$ cat src/rtl/multicycle_ctrl.sv
// Main control FSM of the multicycle datapath: fetch, decode, execute,
// memory access and writeback, with memory ready handshake and timeout.
// Ports:
//   clk, rst            clock, synchronous active-high reset
//   Opcode, Zero        IR opcode field, ALU zero flag
//   MemReady            memory completes the current access this cycle
//   IRWrite..PCSource   datapath selects and enables
//   State               current state encoding (debug)
//   Halted, BusError    in HALT / in FAULT
//   IllegalOp           sticky unknown-opcode flag, cleared by rst only
module multicycle_ctrl #(
    parameter int unsigned MEM_TIMEOUT = 16
) (
    input  logic       clk,
    input  logic       rst,
    input  logic [5:0] Opcode,
    input  logic       Zero,
    input  logic       MemReady,
    output logic       IRWrite,
    output logic       PCWrite,
    output logic       IorD,
    output logic       MemRead,
    output logic       MemWrite,
    output logic       MemtoReg,
    output logic       RegDst,
    output logic       RegWrite,
    output logic       ALUSrcA,
    output logic [1:0] ALUSrcB,
    output logic [1:0] ALUOp,
    output logic [1:0] PCSource,
    output logic [3:0] State,
    output logic       Halted,
    output logic       BusError,
    output logic       IllegalOp
);

    typedef enum logic [3:0] {
        FETCH    = 4'd0,
        DECODE   = 4'd1,
        MEM_ADDR = 4'd2,
        MEM_RD   = 4'd3,
        MEM_WB   = 4'd4,
        MEM_WR   = 4'd5,
        EXEC_R   = 4'd6,
        R_WB     = 4'd7,
        EXEC_I   = 4'd8,
        I_WB     = 4'd9,
        BRANCH   = 4'd10,
        JUMP     = 4'd11,
        HALT     = 4'd12,
        FAULT    = 4'd13
    } state_t;

    localparam logic [5:0] OP_R    = 6'b000000;
    localparam logic [5:0] OP_ADDI = 6'b001000;
    localparam logic [5:0] OP_LW   = 6'b100011;
    localparam logic [5:0] OP_SW   = 6'b101011;
    localparam logic [5:0] OP_BEQ  = 6'b000100;
    localparam logic [5:0] OP_J    = 6'b000010;
    localparam logic [5:0] OP_HALT = 6'b111111;

    localparam bit         TMO_EN = (MEM_TIMEOUT != 0);
    localparam logic [7:0] LIMIT  = TMO_EN ? 8'(MEM_TIMEOUT - 1) : 8'd0;

    state_t     state;
    state_t     nxt;
    logic [7:0] cnt;
    logic       ill_q;
    logic       set_ill;
    logic       wait_st;
    logic       tmo;

    // States that wait on the memory handshake
    assign wait_st = (state == FETCH) || (state == MEM_RD) ||
                     (state == MEM_WR);

    // MemReady on the last allowed cycle still wins over the timeout
    assign tmo = TMO_EN && (cnt == LIMIT) && !MemReady;

    always_ff @(posedge clk) begin
        if (rst) begin
            state <= FETCH;
            cnt   <= 8'd0;
            ill_q <= 1'b0;
        end else begin
            state <= nxt;
            // Any state change clears the counter, covering entry
            // into each waiting state
            if (nxt != state)
                cnt <= 8'd0;
            else if (wait_st && !MemReady && cnt != 8'hFF)
                cnt <= cnt + 8'd1;
            if (set_ill)
                ill_q <= 1'b1;
        end
    end

    always_comb begin
        nxt      = state;
        set_ill  = 1'b0;
        IRWrite  = 1'b0;
        PCWrite  = 1'b0;
        IorD     = 1'b0;
        MemRead  = 1'b0;
        MemWrite = 1'b0;
        MemtoReg = 1'b0;
        RegDst   = 1'b0;
        RegWrite = 1'b0;
        ALUSrcA  = 1'b0;
        ALUSrcB  = 2'b00;
        ALUOp    = 2'b00;
        PCSource = 2'b00;
        Halted   = 1'b0;
        BusError = 1'b0;
        unique case (state)
            FETCH: begin
                MemRead = 1'b1;
                ALUSrcB = 2'b01;
                if (MemReady) begin
                    IRWrite = 1'b1;
                    PCWrite = 1'b1;
                    nxt     = DECODE;
                end else if (tmo) begin
                    nxt = FAULT;
                end
            end
            DECODE: begin
                ALUSrcB = 2'b11;
                unique case (Opcode)
                    OP_LW, OP_SW: nxt = MEM_ADDR;
                    OP_R:         nxt = EXEC_R;
                    OP_ADDI:      nxt = EXEC_I;
                    OP_BEQ:       nxt = BRANCH;
                    OP_J:         nxt = JUMP;
                    OP_HALT:      nxt = HALT;
                    default: begin
                        set_ill = 1'b1;
                        nxt     = FETCH;
                    end
                endcase
            end
            MEM_ADDR: begin
                ALUSrcA = 1'b1;
                ALUSrcB = 2'b10;
                nxt     = (Opcode == OP_LW) ? MEM_RD : MEM_WR;
            end
            MEM_RD: begin
                MemRead = 1'b1;
                IorD    = 1'b1;
                if (MemReady)
                    nxt = MEM_WB;
                else if (tmo)
                    nxt = FAULT;
            end
            MEM_WB: begin
                RegWrite = 1'b1;
                MemtoReg = 1'b1;
                nxt      = FETCH;
            end
            MEM_WR: begin
                MemWrite = 1'b1;
                IorD     = 1'b1;
                if (MemReady)
                    nxt = FETCH;
                else if (tmo)
                    nxt = FAULT;
            end
            EXEC_R: begin
                ALUSrcA = 1'b1;
                ALUOp   = 2'b10;
                nxt     = R_WB;
            end
            R_WB: begin
                RegWrite = 1'b1;
                RegDst   = 1'b1;
                nxt      = FETCH;
            end
            EXEC_I: begin
                ALUSrcA = 1'b1;
                ALUSrcB = 2'b10;
                nxt     = I_WB;
            end
            I_WB: begin
                RegWrite = 1'b1;
                nxt      = FETCH;
            end
            BRANCH: begin
                ALUSrcA  = 1'b1;
                ALUOp    = 2'b01;
                PCSource = 2'b01;
                PCWrite  = Zero;
                nxt      = FETCH;
            end
            JUMP: begin
                PCSource = 2'b10;
                PCWrite  = 1'b1;
                nxt      = FETCH;
            end
            HALT:  Halted   = 1'b1;
            FAULT: BusError = 1'b1;
            default: nxt = FETCH;
        endcase
        // Reset masks every control output so nothing is written
        // in the reset cycle
        if (rst) begin
            nxt      = FETCH;
            set_ill  = 1'b0;
            IRWrite  = 1'b0;
            PCWrite  = 1'b0;
            IorD     = 1'b0;
            MemRead  = 1'b0;
            MemWrite = 1'b0;
            MemtoReg = 1'b0;
            RegDst   = 1'b0;
            RegWrite = 1'b0;
            ALUSrcA  = 1'b0;
            ALUSrcB  = 2'b00;
            ALUOp    = 2'b00;
            PCSource = 2'b00;
            Halted   = 1'b0;
            BusError = 1'b0;
        end
    end

    assign State     = state;
    assign IllegalOp = ill_q && !rst;

endmodule

$ cat config.mk
export PLATFORM = sky130hd
export DESIGN_NAME = multicycle_ctrl
export DESIGN_NICKNAME = d
export VERILOG_FILES = /design/src/rtl/multicycle_ctrl.sv
export SDC_FILE = /design/constraint.sdc
export NUM_CORES = 1
export LEC_CHECK = 0
export CORE_AREA = 2 2 55 57
export DETAILED_ROUTE_END_ITERATION = 6
export DIE_AREA = 0 0 57 59
export HOLD_SLACK_MARGIN = 0.08
export PLACE_DENSITY = 0.78
export SYNTH_ARGS = -nofsm -noshare
export SYNTH_HDL_FRONTEND = slang
export SYNTH_SLANG_ARGS = --single-unit
$ cat constraint.sdc
create_clock -name clk -period 2.7 [get_ports clk]
set_clock_uncertainty 0.05 [all_clocks]
set_input_delay 0.675 -clock clk [delete_from_list [all_inputs] [get_ports clk]]
set_output_delay 0.675 -clock clk [all_outputs]
set_load 0.05 [all_outputs]
# ---- Word level (Yosys, flattened, before mapping)
# Cells that the tools add are included.
dict set report totals {
  register_bits 13
  in_bits 10
  out_inout_bits 22
}
dict set report classes {
  n_addsub 1
  eq_ne 22
  n_mux 40
  n_reduce_logical 19
}
# cell count
set op_table {}
lappend op_table {{$pmux W4 S8} 1}
lappend op_table {{$mux W1} 25}
lappend op_table {{$eq A4 B4 Y1 const B} 6}
lappend op_table {{$pmux W4 S6} 1}
lappend op_table {{$mux W4} 5}
lappend op_table {{$eq A6 B6 Y1 const B} 3}
lappend op_table {{$eq A4 B3 Y1 const B} 4}
lappend op_table {{$reduce_or A2 Y1} 6}
lappend op_table {{$add A8 B1 Y8 const B} 1}
lappend op_table {{$eq A4 B2 Y1 const B} 2}
lappend op_table {{$eq A8 B4 Y1 const B} 1}
lappend op_table {{$ne A8 B8 Y1 const B} 1}
lappend op_table {{$pmux W2 S2} 2}
lappend op_table {{$reduce_or A7 Y1} 1}
lappend op_table {{$eq A6 B2 Y1 const B} 1}
lappend op_table {{$eq A6 B3 Y1 const B} 1}
lappend op_table {{$eq A6 B4 Y1 const B} 1}
lappend op_table {{$logic_not A6 Y1} 1}
lappend op_table {{$mux W2} 3}
lappend op_table {{$pmux W2 S3} 1}
lappend op_table {{$eq A4 B1 Y1 const B} 1}
lappend op_table {{$logic_and A1 B1 Y1} 4}
lappend op_table {{$logic_not A4 Y1} 1}
lappend op_table {{$ne A4 B4 Y1} 1}
lappend op_table {{other kinds (6)} 8}

# ---- Longest topological paths before layout
dict set report logic_depth {
  ltp_word 8
  mapped_depth 7
  mapped_depth_nobuf 7
}

# ---- Worst setup path before layout
# No wires, ideal clock.
dict set report synth_path {
  kind {in2out}
  startpoint {input rst}
  endpoint {output PCWrite}
  t_arrival_ns 2.832
  t_required_ns 1.975
  slack_ns -0.857
  cell_stages 5
  path_buffers 2
  cell_sequence {buf_2 -> or3_1 -> clkbuf_1 -> nor3_1 -> or2_2}
}
dict set report synth_via {
  elab_chain_cells 1
}
# element line_no
set synth_lines {}
lappend synth_lines {{start, declared} 15} ;# input logic rst,
lappend synth_lines {{$mux W1} 205} ;# if (rst) begin
lappend synth_lines {{end, declared} 20} ;# output logic PCWrite,
# Every way passes these cells.

# ---- Final worst setup path
# Ends and elaborated chain as after synthesis.

==> flow_summary.json <==
{
  "netlist.area_leader.share_pct": 19.7,
  "tns_ns": 0,
  "numCtsBuffers": 3,
  "ys_top_cells_by_area": "dfxtp_1 20%, nor2_1 7.4%, nor3_1 5.7%, a21oi_1 4.9%, nand2b_1 4.7%",
  "layout_min_cycle_time_ns": 2.56,
  "grt_pass1_vias": 1471,
  "ant_nets": 0,
  "finalSetupViolations": 0,
  "crit_chain": "dlygate4sd2_1 -> or3_4 -> nor3_4 -> or2_2 -> buf_12",
  "grt_antenna_before_repair": 0,
  "maxUsedRoutingLayer": "met4",
  "track_usage_pct": 24.2,
  "routabilityCongestion": 0.923,
  "dieArea_sq_um": 3360,
  "vias": 1522,
  "cp.arrival_ns": 1.83,
  "start_util_pct": 48.7,
  "p_switching_uw": 301,
  "dieHeight_microns": 59,
  "clockBufferDepth": 2,
  "crit_required_ns": 1.98,
  "worst_slack_ns": 0.142,
  "synth_seq_area_share_pct": 19.7,
  "netSwitchingFraction_pct": 41.6,
  "intPower_uw": 422,
  "rows": 19,
  "gr-total-overflow": 0,
  "clkSlewWorstSetupHoldPaths_ns": 0.08,
  "synth.most_common_cell": "nor2_1",
  "layout.nets": 231,
  "pre_cts_ws_ns": -0.0891,
  "drv_slew": 0,
  "outcome": "completed",
  "synthArstFlopShare_pct": 0,
  "power_uw": 723,
  "dr.first_iter.drc_count": 40,
  "cellPowerDensity_nw_per_um2": 371,
  "via_per_inst": 6.09,
  "drt-pass1-iter-count": 4,
  "antennaDiodeCount": 0,
  "whs_ns": 0.468,
  "power.leakage_uw": 0.000706,
  "worst_setup_path_start_kind": "primary input",
  "synth_edf_count": 0,
  "yosysWarnings": 0,
  "slew_headroom_pct": 61.0,
  "ios": 32,
  "fmax_mhz": 391,
  "core-area_sq_um": 2710,
  "rsz0062_at_grt": "false",
  "ys_ff_latch": 13,
  "worstSetupEndpointType": "output pin",
  "drive_gt1_share_pct": 28.3,
  "hold_class": "register to register",
  "synthesis.instances": 183,
  "p_clk_share_pct": 17.6,
  "cpPeakStageDelay_ns": 0.41,
  "cts_tree": "done",
  "wl_met3_microns": 224,
  "cts-root-buf": "clkbuf_4",
  "post-route-period-util_pct": 94.7,
  "syn_to_final_growth_pct": 47.6,
  "syn_nets": 194,
  "syn_area_sq_um": 1320,
  "crit_type": "primary input to output pin",
  "wl_per_cell_microns": 15.5,
  "p_seq_share_pct": 31.1,
  "path_delay_family": "simple AND/OR/NAND/NOR gates",
  "hold_buffers": 0,
  "vdd_drop_max_v": 0.000358,
  "drt-met1-wl_microns": 1590,
  "synth_flop_cell": "dfxtp_1",
  "wl_met2_microns": 1950,
  "cts.sinks": 13,
  "totalWireLength_microns": 3880,
  "clkLatencyLatePin_ns": 0.28,
  "route.detailed.drc": 0,
  "post_synth_num_cell_types": 53,
  "comb_power_share_pct": 51.3,
  "rrSetupSlack_ns": 0.39,
  "max_cap_violations": 0,
  "dp_hpwl_microns": 2970,
  "grt_pass1_wl_microns": 6590,
  "die_x_microns": 57,
  "cp_num_buf_inv": 2,
  "htreeDepth": 1,
  "path_max_fanout": 4,
  "yosys.area.top_type": "dfxtp_1",
  "grt_max_degree": 17,
  "avgSynthCellArea_sq_um": 7.21,
  "tightest_slew_ns": 0.580,
  "port_buffers": 31,
  "synth_common_cells": "26 x nor2_1, 15 x nor3_1, 13 x a21oi_1, 13 x dfxtp_1, 11 x nand2_1",
  "worst_path_max_delay_cell": "or3_4",
  "hold_violations": 0
}
stage by stage:
step / cells / utilization (%) / instance area (sq um)
floorplan: 183 / - / 1360
global placement: 246 / 70.5 / 1910
detailed placement: 246 / 70.5 / 1910
CTS: 250 / 71.7 / 1940
global route: 250 / 71.8 / 1950
finish: 250 / 71.8 / 1950
area by class of cell:
cell class              instances  area, sq um
fillers                       218          763
multi-input cells             154         1020
clock buffers                   4         26.3
flip-flops and latches         13          260
well taps                      31         38.8
inverters                       2         7.51
repair buffers                 46          594
placed cells by master (no fill, tap or decap), drive strengths merged, types with 2 or more instances in the layout:
cell           Yosys  layout
nand2             11      11
nand2b            10      10
dfxtp             13      13
xor2               3       3
nor2b              2       2
o21bai             3       3
a31oi              2       2
or3                4       4
xnor2              4       4
nand3              8       8
nor3b              3       3
inv                2       2
nor4               3       3
or2                6       6
nor2              26      26
and3               4       4
a211o              2       2
nor3              18      18
o32ai              2       2
clkdlybuf4s50      0       7
nand4              3       3
a21oi             14      14
clkbuf             5       4
nor4b              3       3
o21ai              7       7
buf                9      37
metal layers:
metal,global-route usage [%],vias to the layer above
met1,28.5,705
li1,-,739
met2,42.0,58
met5,0,-
met3,4.59,20
met4,12.6,0
final timing paths:
check,from,endpoint,cells past startpoint
max,rst,PCWrite,5
min,cnt[1]$_SDFFE_PP0P_,cnt[1]$_SDFFE_PP0P_,2
max reg2reg,State[0]$_SDFF_PP0_,cnt[7]$_SDFFE_PP0P_,6
min reg2reg,cnt[1]$_SDFFE_PP0P_,cnt[1]$_SDFFE_PP0P_,2
state kept, by name, indices dropped and copies added (netlist names):
signal,flops
ill_q,1
State,4
cnt,8
worst register-to-register path, stage by stage, from the launching register on:
cell       delay (ns)
dfxtp_1          0.68
or3b_1           0.51
or3_1            0.39
nor2b_1          0.24
nor4_4           0.07
o2111ai_4        0.16
nor2_1           0.10
power by group through the flow:
stage               combinational (uW)  clock (uW)  sequential [uW]
floorplan                          227           0              230
global placement                   357           0              228
detailed placement                 363           0              229
CTS                                369         124              225
global route                       395         134              227
finish                             371         127              225
kinds of logic after synthesis:
kind of cell / count (synthesis) / share of synthesized area, %
compound gates: 42 / 23.0
xor+xnor: 7 / 4.65
flops: 13 / 19.7
fa+ha+maj: 1 / 0.949
buf+inv: 16 / 6.45
simple gates: 104 / 45.3
repair_timing:
| action | 4_1_cts | 5_1_grt |
|---|---|---|
| endpoints found under the setup margin | 4 | 2 |
| gates resized for setup | 3 | 1 |
| pin swaps | 1 | 0 |
| gates cloned | 0 | 0 |
| setup buffers | 0 | 0 |
Note: power is estimated with default switching activity, not from simulation.
